`config.mk`:
```
export PLATFORM = sky130hd
export DESIGN_NAME = seq_wide_adder_ctrl
export DESIGN_NICKNAME = d
export VERILOG_FILES = /design/src/rtl/seq_wide_adder_ctrl.sv
export SDC_FILE = /design/constraint.sdc
export NUM_CORES = 1
export LEC_CHECK = 0
export CAP_MARGIN = 20
export CORE_ASPECT_RATIO = 0.5
export CORE_UTILIZATION = 30
export DETAILED_ROUTE_END_ITERATION = 10
export GPL_TIMING_DRIVEN = 0
export PLACE_DENSITY_LB_ADDON = 0.2
export SLEW_MARGIN = 10
export SYNTH_ARGS = -nofsm -noshare
export SYNTH_HDL_FRONTEND = slang
export SYNTH_SLANG_ARGS = --single-unit
```
`constraint.sdc`:
```
create_clock -name clk -period 2.97 [get_ports clk]
set_input_delay 0.594 -clock clk [delete_from_list [all_inputs] [get_ports clk]]
set_output_delay 0.594 -clock clk [all_outputs]
set_load 0.03 [all_outputs]
```
`src/rtl/seq_wide_adder_ctrl.sv`:
```
// Sequential WIDTH-bit add/subtract controller built on one shared 8-bit
// hybrid adder, one slice per clock, LSB first, with a registered carry chain.

module hybrid (
    input  logic [7:0] a,
    input  logic [7:0] b,
    input  logic       c_in,
    output logic [7:0] sum,
    output logic       c_out
);

    logic [7:0] g;
    logic [7:0] p;
    logic [8:0] c;

    // Lookahead inside each nibble, ripple between the two nibbles
    function automatic logic [3:0] cla4(
        input logic [3:0] gg,
        input logic [3:0] pp,
        input logic       ci
    );
        logic [3:0] co;
        co[0] = gg[0] | (pp[0] & ci);
        co[1] = gg[1] | (pp[1] & gg[0]) | (pp[1] & pp[0] & ci);
        co[2] = gg[2] | (pp[2] & gg[1]) | (pp[2] & pp[1] & gg[0])
              | (pp[2] & pp[1] & pp[0] & ci);
        co[3] = gg[3] | (pp[3] & gg[2]) | (pp[3] & pp[2] & gg[1])
              | (pp[3] & pp[2] & pp[1] & gg[0])
              | (pp[3] & pp[2] & pp[1] & pp[0] & ci);
        return co;
    endfunction

    always_comb begin
        g      = a & b;
        p      = a ^ b;
        c[0]   = c_in;
        c[4:1] = cla4(g[3:0], p[3:0], c[0]);
        c[8:5] = cla4(g[7:4], p[7:4], c[4]);
        sum    = p ^ c[7:0];
        c_out  = c[8];
    end

endmodule

module seq_wide_adder_ctrl #(
    parameter int NSLICES = 4,
    parameter int WIDTH   = 8 * NSLICES
) (
    input  logic             clk,
    input  logic             rst_n,
    input  logic             start,
    input  logic             sub,
    input  logic             c_in,
    input  logic [WIDTH-1:0] op_a,
    input  logic [WIDTH-1:0] op_b,
    output logic             ready,
    output logic             busy,
    output logic             done,
    output logic [WIDTH-1:0] result,
    output logic             c_out,
    output logic             ovf
);

    localparam int IW = $clog2(NSLICES);

    localparam logic [1:0] IDLE = 2'd0;
    localparam logic [1:0] RUN  = 2'd1;
    localparam logic [1:0] DONE = 2'd2;

    localparam logic [IW-1:0] LAST = IW'(NSLICES - 1);

    logic [1:0]       state;
    logic [IW-1:0]    idx;
    logic             carry_q;
    logic [WIDTH-1:0] a_q;
    logic [WIDTH-1:0] b_q;
    logic [WIDTH-1:0] work_q;
    logic [WIDTH-1:0] work_next;

    logic [7:0] add_a;
    logic [7:0] add_b;
    logic [7:0] add_sum;
    logic       add_co;

    // Adder is fed purely from registered state
    assign add_a = a_q[idx*8 +: 8];
    assign add_b = b_q[idx*8 +: 8];

    hybrid u_adder (
        .a     (add_a),
        .b     (add_b),
        .c_in  (carry_q),
        .sum   (add_sum),
        .c_out (add_co)
    );

    always_comb begin
        work_next = work_q;
        work_next[idx*8 +: 8] = add_sum;
    end

    assign ready = (state == IDLE);
    assign busy  = (state == RUN);
    assign done  = (state == DONE);

    always_ff @(posedge clk or negedge rst_n) begin
        if (!rst_n) begin
            state   <= IDLE;
            idx     <= '0;
            carry_q <= 1'b0;
            a_q     <= '0;
            b_q     <= '0;
            work_q  <= '0;
            result  <= '0;
            c_out   <= 1'b0;
            ovf     <= 1'b0;
        end else begin
            unique case (1'b1)
                (state == IDLE): begin
                    if (start) begin
                        a_q     <= op_a;
                        b_q     <= sub ? ~op_b : op_b;
                        carry_q <= sub ? 1'b1 : c_in;
                        idx     <= '0;
                        state   <= RUN;
                    end
                end
                (state == RUN): begin
                    work_q  <= work_next;
                    carry_q <= add_co;
                    idx     <= idx + IW'(1);
                    if (idx == LAST) begin
                        idx    <= '0;
                        state  <= DONE;
                        result <= work_next;
                        c_out  <= add_co;
                        ovf    <= (a_q[WIDTH-1] == b_q[WIDTH-1])
                                  && (add_sum[7] != a_q[WIDTH-1]);
                    end
                end
                (state == DONE): begin
                    state <= IDLE;
                end
                default: begin
                    state <= IDLE;
                end
            endcase
        end
    end

endmodule

```
==> results.md <==
* Hold slack at 0.2199 ns
* Fillcell total at 1934
* Setup violators final at 3
* Data arrival, critical path at 3.30 ns
* Layout Nets at 832
* DRT iter0 DRCs at 296
* Setup WS post-layout at -0.02318 ns
* Fin. Hold Viols at 0
* Core area at 0.02069 mm2
* Die X at 208.4 um
* WL met2 at 8.522 mm
* Clk slew on worst S/H paths at 0.07 ns
* Vias in the first global route at 5216
* Startpoint types: flop
* Period utilization at 1.008
* Max cap viols at 0
* Row cnt at 37
* All-Layer GR Usage at 0.1776
* Synth warn at 0
* TNS Setup at -0.04729 ns
* Syn Nets at 687
* GRT overflow at 0
* Vias/cell at 4.835
* R2r setup slk at -0.02 ns
* Dominant cell type by area after synthesis: dfrtp_1
* Crit path required time at 3.28 ns
* Die Ht at 105.2 um
* Initial antenna violation count at 0
* # IOs at 106
* Register bit count reported by yosys at 135
* Failing checks: setup timing
* Top post-synthesis cells by area: dfrtp_1 53%, nand2_1 9.0%, mux4_2 5.6%, xnor2_1 4.5%, a221oi_1 3.3%
* CTS sink count at 135
* DP HPWL at 12.64 mm
* R2R depth at 12
* Metal3 WL at 769 um
* Wire length per cell at 17.90 um
* First-pass GRT wire length at 29.58 mm
* Post-synthesis instance area at 0.006391 mm2
* Max Used Layer: met4
* TritonRoute pass-1 iters at 4
* Largest net degree at the start of global routing at 79
* Diodes inserted at 0
* Area Growth Syn to Fin at 40.90%
* Deepest clock path buffer count at 2
* RSZ-0062 raised after global routing: yes
* Root buffer cell: clkbuf_16
* GPL Wtd Cong at 0.7531
* Status: finished, violations left
* Num CTS Buffers at 17
* Clk Latency, worst-skew pair at 0.42 ns
* Yosys cell types at 48
* Post-synthesis sequential area ratio at 0.5286
* Synth Instances at 602
* Worst Hold Class: input port to async pin
* Remaining DRCs at 0
* Number of port buffers at 104
* Cell Area, Placed at 0.007844 mm2
* Top FF cell, synth: dfrtp_1
* Fraction of registers with async set/reset at 1.000
* Slew Viols, Final at 0
* Worst r2r dst: result[13]$_DFFE_PN0P_
* Max frequency at 334.1 MHz
* Clock Skew at 0.01262 ns
* Critical path class: flop to flop
* CTS tree: built
* CP endpoint kind: flop
* Worst slew pin tran at 0.8540 ns
* Post-layout util at 0.4352
* Starting Density at 0.3088
* Total number of vias at 4995
* Number of synthesized flops with an enable pin at 0
* Mean Syn Cell Area at 10.62 um2
* Post-route ant nets at 0
* Most common cell in the synthesized netlist: nand2_1
* H-tree depth at 4
* Design area at 0.009005 mm2
* Reg-to-Reg Start: idx[0]$_DFFE_PN0P_
* Detailed-route wire length at 18.49 mm
* Wire length on met1 at 8.897 mm
* Leading cell types by count after synthesis: 154 x nand2_1, 135 x dfrtp_1, 53 x nor2_1
* Period minus WS final at 2.993 ns
* Die area at 0.02193 mm2
* Worst rel slew slack at 0.4275
* Layout cells sized above 1 at 0.1737
* Synth top area share at 0.5286
* CP Max Fanout at 8
* Hold Buf Count CTS at 0
critical path, stage by stage, from the launching register on:
cell and delay (ns):
dfrtp_2 0.41, buf_12 0.14, buf_12 0.10, mux4_2 0.55, ha_4 0.27, a21oi_4 0.13, nand4b_1 0.17, nand2_2 0.09
fa_2 0.38, xor2_4 0.17, buf_12 0.15, a221oi_4 0.25, nor2_1 0.06
layer usage:
| layer | up-vias | GRT usage |
|---|---|---|
| met4 | 0 | 0.05238 |
| met2 | 112 | 0.2797 |
| met1 | 2496 | 0.2452 |
| li1 | 2364 | - |
| met3 | 23 | 0.03874 |
| met5 | - | 0 |
area by class of cell:
type / instances / area [um2] / area share
sequential: 135 / 3379 / 0.3753
multi-input combinational: 423 / 3103 / 0.3446
timing repair buffer: 127 / 1316 / 0.1462
clock buffer: 19 / 442.9 / 0.04919
tap: 273 / 341.6 / 0.03793
buffer: 34 / 219.0 / 0.02432
clock inverter: 13 / 168.9 / 0.01876
inverter: 9 / 33.78 / 0.003752
per-stage QoR:
stage | setup WS (ns) | std cells
floorplan | 0.01757 | 602
global placement | -4.781 | 979
detailed placement | -0.9137 | 980
CTS | -0.003838 | 1025
global route | -0.1574 | 1033
finish | -0.02318 | 1033
cells in the final DEF, fill, tap and decap left out, types with 3 or more instances in the layout:
cell             instances
nand2_1                154
dfrtp_1                134
clkdlybuf4s50_1        102
nor2_1                  53
o21ai_0                 41
xnor2_1                 32
a22o_1                  24
buf_4                   18
clkbuf_1                18
clkbuf_16               17
mux4_2                  16
a221oi_1                12
buf_2                    8
o21ai_1                  8
ha_1                     8
buf_12                   6
a21oi_1                  6
a221oi_4                 6
a221oi_2                 6
and3_1                   5
ha_4                     5
clkbuf_8                 4
inv_1                    4
and2_1                   4
a22o_2                   4
a22oi_1                  4
clkinvlp_4               4
inv_6                    4
clkinv_1                 3
xor2_4                   3
bufinv_16                3
flip-flops by register name, indices dropped and copies added, names as in the netlist:
register  cells
a_q          32
b_q          32
c_out         1
carry_q       1
idx           2
ovf           1
result       32
state         2
work_q       32
worst max-delay path by stage:
stage | depth (start not counted) | slack, ns | end | from
after global placement | 1 | -4.78 | idx[0]$_DFFE_PN0P_ | rst_n
final | 12 | -0.02 | result[13]$_DFFE_PN0P_ | idx[0]$_DFFE_PN0P_
after global routing | 12 | -0.16 | result[21]$_DFFE_PN0P_ | idx[0]$_DFFE_PN0P_
after detailed placement | 11 | -0.91 | result[13]$_DFFE_PN0P_ | idx[1]$_DFFE_PN0P_
after floorplan | 10 | 0.02 | result[29]$_DFFE_PN0P_ | idx[0]$_DFFE_PN0P_
after CTS | 11 | -0.004 | result[5]$_DFFE_PN0P_ | idx[0]$_DFFE_PN0P_
what timing repair did:
action                     in CTS  in global routing
setup buffers                  13                  8
pin swaps                       8                 17
setup endpoints to repair      48                 39
gates resized for setup        27                 18
cloned                          1                  0
logic make-up (layout without fill, tap and decap cells):
kind of cell	count (synthesis)	in the layout	share of synthesized area
flip-flops	135	135	0.5286
adder cells (fa/ha/maj)	16	16	0.03367
XOR/XNOR	38	38	0.05619
multiplexers	16	16	0.05638
AO/OA/AOI/OAI	125	125	0.1404
AND/OR/NAND/NOR	228	228	0.1515
buffers and inverters	44	202	0.03328
Power is not shown: default switching activity piles up to over one toggle a cycle in this logic, so the estimate is an artifact.
